### src/rtl/sdf_r2_stage.sv
// Radix-2 SDF FFT stage: DEPTH-entry feedback delay line around a butterfly, sums then differences.
// Latency: one cycle from an accepting step to the registered output.
// Backpressure: no downstream stall; in_ready drops only while flushing pending differences (DRAIN).
module sdf_r2_stage #(
    parameter int WIDTH = 17,
    parameter int DEPTH = 32
) (
    input  logic             clk,
    input  logic             rst_n,
    input  logic             in_valid,
    output logic             in_ready,
    input  logic [WIDTH-1:0] in_re,
    input  logic [WIDTH-1:0] in_im,
    input  logic             drain,
    output logic             out_valid,
    output logic             out_sop,
    output logic [WIDTH-1:0] out_re,
    output logic [WIDTH-1:0] out_im
);
    localparam int CW = $clog2(2 * DEPTH);
    localparam int PW = (DEPTH > 1) ? $clog2(DEPTH) : 1;

    typedef enum logic [1:0] {FILL, CALC, DRAIN} state_t;

    state_t           state, state_nxt;
    logic [CW-1:0]    cnt, cnt_nxt;
    logic             pending, pending_nxt;
    logic [PW-1:0]    ptr;
    logic [2*WIDTH-1:0] line [2**PW];
    logic [WIDTH-1:0] head_re, head_im;
    logic [WIDTH-1:0] sum_re, sum_im, diff_re, diff_im;
    logic [WIDTH-1:0] push_re, push_im, res_re, res_im;
    logic             res_vld, res_sop;
    logic             step;

    // Keep the sign, drop bit WIDTH-1: magnitude overflow wraps instead of saturating.
    function automatic logic [WIDTH-1:0] bfly_wrap(input logic [WIDTH:0] r);
        return {r[WIDTH], r[WIDTH-2:0]};
    endfunction

    assign in_ready = (state != DRAIN);
    assign step     = (in_valid & in_ready) | (state == DRAIN);
    assign {head_re, head_im} = line[ptr];

    always_comb begin
        sum_re  = bfly_wrap({head_re[WIDTH-1], head_re} + {in_re[WIDTH-1], in_re});
        sum_im  = bfly_wrap({head_im[WIDTH-1], head_im} + {in_im[WIDTH-1], in_im});
        diff_re = bfly_wrap({head_re[WIDTH-1], head_re} - {in_re[WIDTH-1], in_re});
        diff_im = bfly_wrap({head_im[WIDTH-1], head_im} - {in_im[WIDTH-1], in_im});
    end

    always_comb begin
        state_nxt   = state;
        cnt_nxt     = step ? cnt + CW'(1) : cnt;
        pending_nxt = pending;
        push_re     = in_re;
        push_im     = in_im;
        res_re      = head_re;
        res_im      = head_im;
        res_vld     = 1'b0;
        res_sop     = 1'b0;
        case (state)
            FILL: begin
                res_vld = pending;
                if (step && cnt == CW'(DEPTH - 1)) begin
                    state_nxt   = CALC;
                    pending_nxt = 1'b0;
                end else if (!in_valid && drain && pending && cnt == '0) begin
                    state_nxt = DRAIN;
                end
            end
            CALC: begin
                push_re = diff_re;
                push_im = diff_im;
                res_re  = sum_re;
                res_im  = sum_im;
                res_vld = 1'b1;
                res_sop = (cnt == CW'(DEPTH));
                if (step && cnt == CW'(2 * DEPTH - 1)) begin
                    state_nxt   = FILL;
                    pending_nxt = 1'b1;
                end
            end
            DRAIN: begin
                // Zeros are pushed so the line never replays a flushed block.
                push_re = '0;
                push_im = '0;
                res_vld = 1'b1;
                if (cnt == CW'(DEPTH - 1)) begin
                    state_nxt   = FILL;
                    cnt_nxt     = '0;
                    pending_nxt = 1'b0;
                end
            end
            default: state_nxt = FILL;
        endcase
    end

    always_ff @(posedge clk or negedge rst_n) begin
        if (!rst_n) begin
            state     <= FILL;
            cnt       <= '0;
            pending   <= 1'b0;
            ptr       <= '0;
            out_valid <= 1'b0;
            out_sop   <= 1'b0;
            out_re    <= '0;
            out_im    <= '0;
        end else begin
            state     <= state_nxt;
            cnt       <= cnt_nxt;
            pending   <= pending_nxt;
            out_valid <= step & res_vld;
            out_sop   <= step & res_sop;
            if (step && res_vld) begin
                out_re <= res_re;
                out_im <= res_im;
            end
            if (step) begin
                ptr <= (ptr == PW'(DEPTH - 1)) ? '0 : ptr + PW'(1);
            end
        end
    end

    // Line contents survive reset; pending gates any stale entries from being emitted.
    always_ff @(posedge clk) begin
        if (step) begin
            line[ptr] <= {push_re, push_im};
        end
    end
endmodule
### config.mk
export PLATFORM = sky130hd
export DESIGN_NAME = sdf_r2_stage
export DESIGN_NICKNAME = d
export VERILOG_FILES = /design/src/rtl/sdf_r2_stage.sv
export SDC_FILE = /design/constraint.sdc
export NUM_CORES = 1
export LEC_CHECK = 0
export ABC_AREA = 1
export CORE_ASPECT_RATIO = 0.5
export CORE_MARGIN = 8
export CORE_UTILIZATION = 45
export DETAILED_ROUTE_END_ITERATION = 7
export REMOVE_ABC_BUFFERS = 1
export SYNTH_ARGS = -nofsm -noshare
export SYNTH_HDL_FRONTEND = slang
export SYNTH_SLANG_ARGS = --single-unit
export TNS_END_PERCENT = 10
### constraint.sdc
create_clock -name clk -period 5.93 [get_ports clk]
set_clock_uncertainty 0.1 [all_clocks]
set_input_delay 0.8895 -clock clk [delete_from_list [all_inputs] [get_ports clk]]
set_output_delay 0.8895 -clock clk [all_outputs]
set_load 0.03 [all_outputs]
== Word-level counts from Yosys, hierarchy flattened ==
Memory sizes are Yosys's and may differ from the RTL's.
Index checks and enable logic that the tools add are counted.

* Add/sub/neg operators: 6
* Multiply operators: 0
* Divide/modulo/power cells: 0
* Magnitude comparators: 0
* Equality and inequality tests: 11
* Shift operators: 0
* Mux-type cells: 21
* Bitwise logic cells: 4
* Reduce and logical (&&, ||, !) cells: 13

{| class="wikitable"
|+ Operators with widths
! operator !! count
|-
| $pmux 17 s2 || 2
|-
| $add 17x17->18 || 2
|-
| $sub 17x17->18 || 2
|-
| $mux 17 || 2
|-
| $mux 6 || 3
|-
| $eq 6x6->1 const B || 2
|-
| $mux 2 || 4
|-
| $add 6x1->6 const B || 1
|-
| $eq 6x5->1 const B || 1
|-
| $logic_and 1x1->1 || 6
|-
| $logic_not 6->1 || 1
|-
| $mux 1 || 6
|-
| $ne 2x2->1 const B || 3
|-
| $pmux 2 s3 || 1
|-
| $add 5x1->5 const B || 1
|-
| $eq 5x5->1 const B || 1
|-
| $mux 5 || 1
|-
| $reduce_and 4->1 || 1
|-
| $and 1x1->1 || 3
|-
| $ne 3x3->1 const B || 1
|-
| $pmux 1 s3 || 1
|-
| $reduce_and 3->1 || 1
|-
| $reduce_bool 3->1 || 1
|-
| $eq 2x1->1 const B || 1
|-
| 7 further kinds || 7
|}

* Bits in registers: 50
* Latch bits: 0
* Memory bits (writable): 1088
* Memory bits (read-only): 0
* Input bits: 38
* Output and inout port bits: 37
* Logic and storage cells: 64
* Memories kept: 1

{| class="wikitable"
|+ Memory list
! name !! words !! width !! rd ports !! clocked after memory_dff !! write ports !! RTL line !! text
|-
| line || 32 || 34 || 1 || 0 || 1 || 29 || <nowiki>logic [2*WIDTH-1:0] line [2**PW];</nowiki>
|}

== Longest topological paths before layout ==
* Word-level depth: 7
* Depth in mapped cells: 27
* Mapped depth without buffers: 22

== Worst setup path before layout ==
OpenSTA, ideal clock, no wires.

* Kind: register to register
* Start point: register ptr[0]
* End point: memory line[0][14] in the netlist's numbering (data pin)
* Setup time: 0.454 ns
* Data arrival time: 4.072 ns
* Data required time: 5.376 ns
* Slack: 1.304 ns
* Stages on the path, launching flop included: 24
* Path buffers: 4
* Period minus slack after synthesis: 4.626 ns
* Cell sequence: dfrtp_1 inv_2 buf_6 buf_6 buf_6 buf_2 nor2_1 o21ai_1 nand2_1 nand2_1 inv_1 nand3_1 inv_1 ha_1 fa_1 inv_1 nand3_1 nand2_1 nand2_1 nand2_1 nand3_1 nand3_1 nand2_1 o21ai_0

* Word-level cells in the longest chain between the ends: 3

{| class="wikitable"
|+ Ends and longest elaborated chain
! element !! RTL line !! text
|-
| start: declaration || 28 || <nowiki>logic [PW-1:0] ptr;</nowiki>
|-
| start signal: assignment || 120 || <nowiki>ptr <= (ptr == PW'(DEPTH - 1)) ? '0 : ptr + PW'(1);</nowiki>
|-
| $mem_v2 32x34 || n/a ||
|-
| $sub 17x17->18 || 49 || <nowiki>diff_im = bfly_wrap({head_im[WIDTH-1], head_im} - {in_im[WIDTH-1], in_im});</nowiki>
|-
| $pmux 17 s2 || 62 || <nowiki>case (state)</nowiki>
|-
| net push_im[14] || 32 || <nowiki>logic [WIDTH-1:0] push_re, push_im, res_re, res_im;</nowiki>
|-
| end: declaration || 29 ||
|}

The timed path passes the listed nets, and every way through them passes these cells.

== Worst setup path in the final report ==
* Start point: register ptr[0]
* End point: memory line[6][8] in the netlist's numbering (data pin)

Same word-level chain as after synthesis.

==> flow_summary.ini <==
[run_status]
status = finished, final reports clean

[yosys]
synth_top_family_by_area = simple AND/OR/NAND/NOR gates
synthAdderAreaFrac = 0.0215
ys_dominant_reg_cell = edfxtp_1
ys_seq_elements = 1138
yosysSeqAreaShare = 0.675
yosysTopAreaCell = edfxtp_1
synth_xor_area_frac = 0.000697
yosys.area_share.simple = 0.173
synth_area_per_cell_um2 = 10.5
synth_edf_count = 1088
yosys_warnings = 0
async_flop_share = 0.0439
synthCells = 4788
synthDistinctLibCells = 36
synth_top_area_frac = 0.650
synthTopCellsByArea = edfxtp_1, nor2_1, nand2_1
netlist_area_um2 = 50300
synthMuxAreaShare = 0
synth_compound_area_frac = 0.0873

[clocking]
cts_resized = 0
clockBufferDepth = 3
numCtsBuffers = 105
clkTransAtPathRegs_ps = 60
cts_root_buf = clkbuf_16
clock-sinks = 1138
clock_latency_ps = 760
cts_tree = done
cts_htree_levels = 3
holdBufCountCts = 0
post_cts_buffers = 0

[route]
drtIter0Drc = 4354
final_antenna_net_count = 0
post_drt_wl_per_cell_um = 24.6
drt_pass1_iterations = 8
vias = 36400
vias_per_cell = 5.65
routed_wl_um = 159000
route.detailed.drc = 0

[sta]
max_freq_ghz = 0.194
hold_violations = 0
setup_viol = 0
fin_crit_sh = 0.869
worst_pin_slew_ps = 1240
slew_headroom = 0.176
tns_ps = 0
rsz0062_at_grt = false
drv_slew = 0
finalCriticalPeriod_ps = 5150
finalWorstSetupSlack_ps = 779

[setup_path]
start_kind = flop
crit_type = reg2reg
worstPathArrival_ps = 5390
path_max_fanout = 125
cp-end-kind = flop
cp.required_ps = 6170

[place]
io_buffers = 74
gp_congestion = 0.974
dp_hpwl_um = 93500
pre_cts_slack_ps = 976

[power]
power_density_nw_per_um2 = 602
peakVddDrop_mv = 0.353
leakage_nw = 21.3

[global_route]
grt_pass1_wl_um = 230000
grt_pass1_vias = 33400
grt_max_degree = 154
grt.overflow.total = 0
grt_antenna_before_repair = 2
track_usage = 0.250

[run]
cap_violations = 0

[die]
initial_core_util = 0.455
die_area_um2 = 123000
core_area_um2 = 110000
die_w_um = 489
die_h_um = 252
rows = 86
io-pin-count = 75

[cells_and_area]
fillers = 9783
antennaDiodeCount = 0
layout-drive-gt1-share = 0.0751
nets = 4987
syn_to_final_growth_pct = 13.0

[min_path]
hp-class = in2async
## through the flow
stage               power, W   util  std cells  area, um2  hold WS, ps
finish                0.0342  0.514       6449      56800         66.0
global route          0.0362  0.514       6449      56800         95.4
CTS                   0.0340  0.514       6449      56800         47.1
detailed placement    0.0271  0.483       6254      53300          369
global placement      0.0271  0.483       6254      53300          363
floorplan             0.0210      -       4540      49000          407
## cells by family after synthesis
family | Yosys count
DFF | 1138
xor gates and xnor gates | 4
and+or+nand+nor | 2221
AOI/OAI and AO/OA | 859
buffers and inverters | 482
adders and majority gates | 84
## cells in the mapped netlist (17+ instances only)
library cell / n
a21oi_1: 85
buf_1: 17
buf_2: 48
buf_4: 17
buf_6: 32
clkbuf_1: 134
dfrtp_1: 50
edfxtp_1: 1088
ha_1: 80
inv_1: 229
nand2_1: 948
nand3_1: 161
nand4_1: 20
nor2_1: 1056
o21ai_0: 554
o21ai_1: 178
## worst paths after layout
check / slack, ps / cells past startpoint / to / startpoint
worst min-delay path: 70 / 1 / out_im[7] / rst_n
worst min register to register: 380 / 2 / out_im[11] / out_im[11]
worst max-delay path: 780 / 17 / line[6][8] / ptr[0]
worst max register to register: 780 / 17 / line[6][8] / ptr[0]
max in group asynchronous: 4730 / 2 / ptr[1] / rst_n
min in group clk: 380 / 2 / out_im[11] / out_im[11]
## state kept, by name (all words and copies together), names as in the netlist
signal and flops:
line 1088, out_im 17, out_re 17, cnt 6, ptr 5, state 2
out_sop 1, out_valid 1, pending 1
## layer usage
metal / GRT usage / part of all wire / vias to the layer above / wire (um)
li1: - / - / 16500 / -
met1: 0.370 / 0.44 / 18000 / 69200
met2: 0.383 / 0.44 / 1752 / 70500
met3: 0.0440 / 0.094 / 247 / 14800
met4: 0.0645 / 0.026 / 0 / 4070
met5: 0 / 0 / - / 0
## worst max-delay path, cell delays in order, from the launching register on
cell	delay (ps)
dfrtp_4	650
inv_8	580
buf_12	280
buf_4	300
o21ai_0	140
o21ai_1	100
nand2_1	70
nand2_1	80
nor2_1	40
nand2_1	230
ha_1	380
a21oi_1	250
nand2_1	140
nand2_1	90
nand2_1	100
nand3_1	110
a21oi_1	80
o22ai_2	930
## cell type report
class / count / area [um2] / area share
Multi-Input combinational cell: 3168 / 14600 / 0.256
Sequential cell: 1138 / 33900 / 0.597
Inverter: 234 / 888 / 0.0156
Clock inverter: 64 / 662 / 0.0117
Clock buffer: 131 / 2790 / 0.0490
Timing Repair Buffer: 218 / 2090 / 0.0368
Tap cell: 1496 / 1870 / 0.0330
## placed cells by master (no fill, tap or decap), types with 3 or more instances in the layout
cell type	n
a21boi_0	4
a21o_1	6
a21oi_1	85
buf_12	22
buf_4	122
bufinv_16	9
clkbuf_1	20
clkbuf_16	105
clkbuf_8	6
clkdlybuf4s50_1	73
clkinv_1	21
clkinv_16	3
clkinv_2	23
dfrtp_1	48
edfxtp_1	1088
fa_1	4
ha_1	80
inv_1	228
inv_6	3
nand2_1	948
nand3_1	161
nand3b_1	4
nand4_1	20
nor2_1	1018
nor2_2	8
nor2_4	38
nor3_1	16
nor3_4	3
nor4_1	3
o21ai_0	537
o21ai_1	191
o21ai_2	4
o21bai_1	11
o22ai_1	4
o22ai_2	10
xor2_1	4
## power by group
| part | switching [W] | internal (W) |
|---|---|---|
| combinational | 0.0119 | 0.00441 |
| clock | 0.00315 | 0.00376 |
| sequential | 0.000313 | 0.0107 |
No activity file was read; power rests on OpenSTA's default activity.
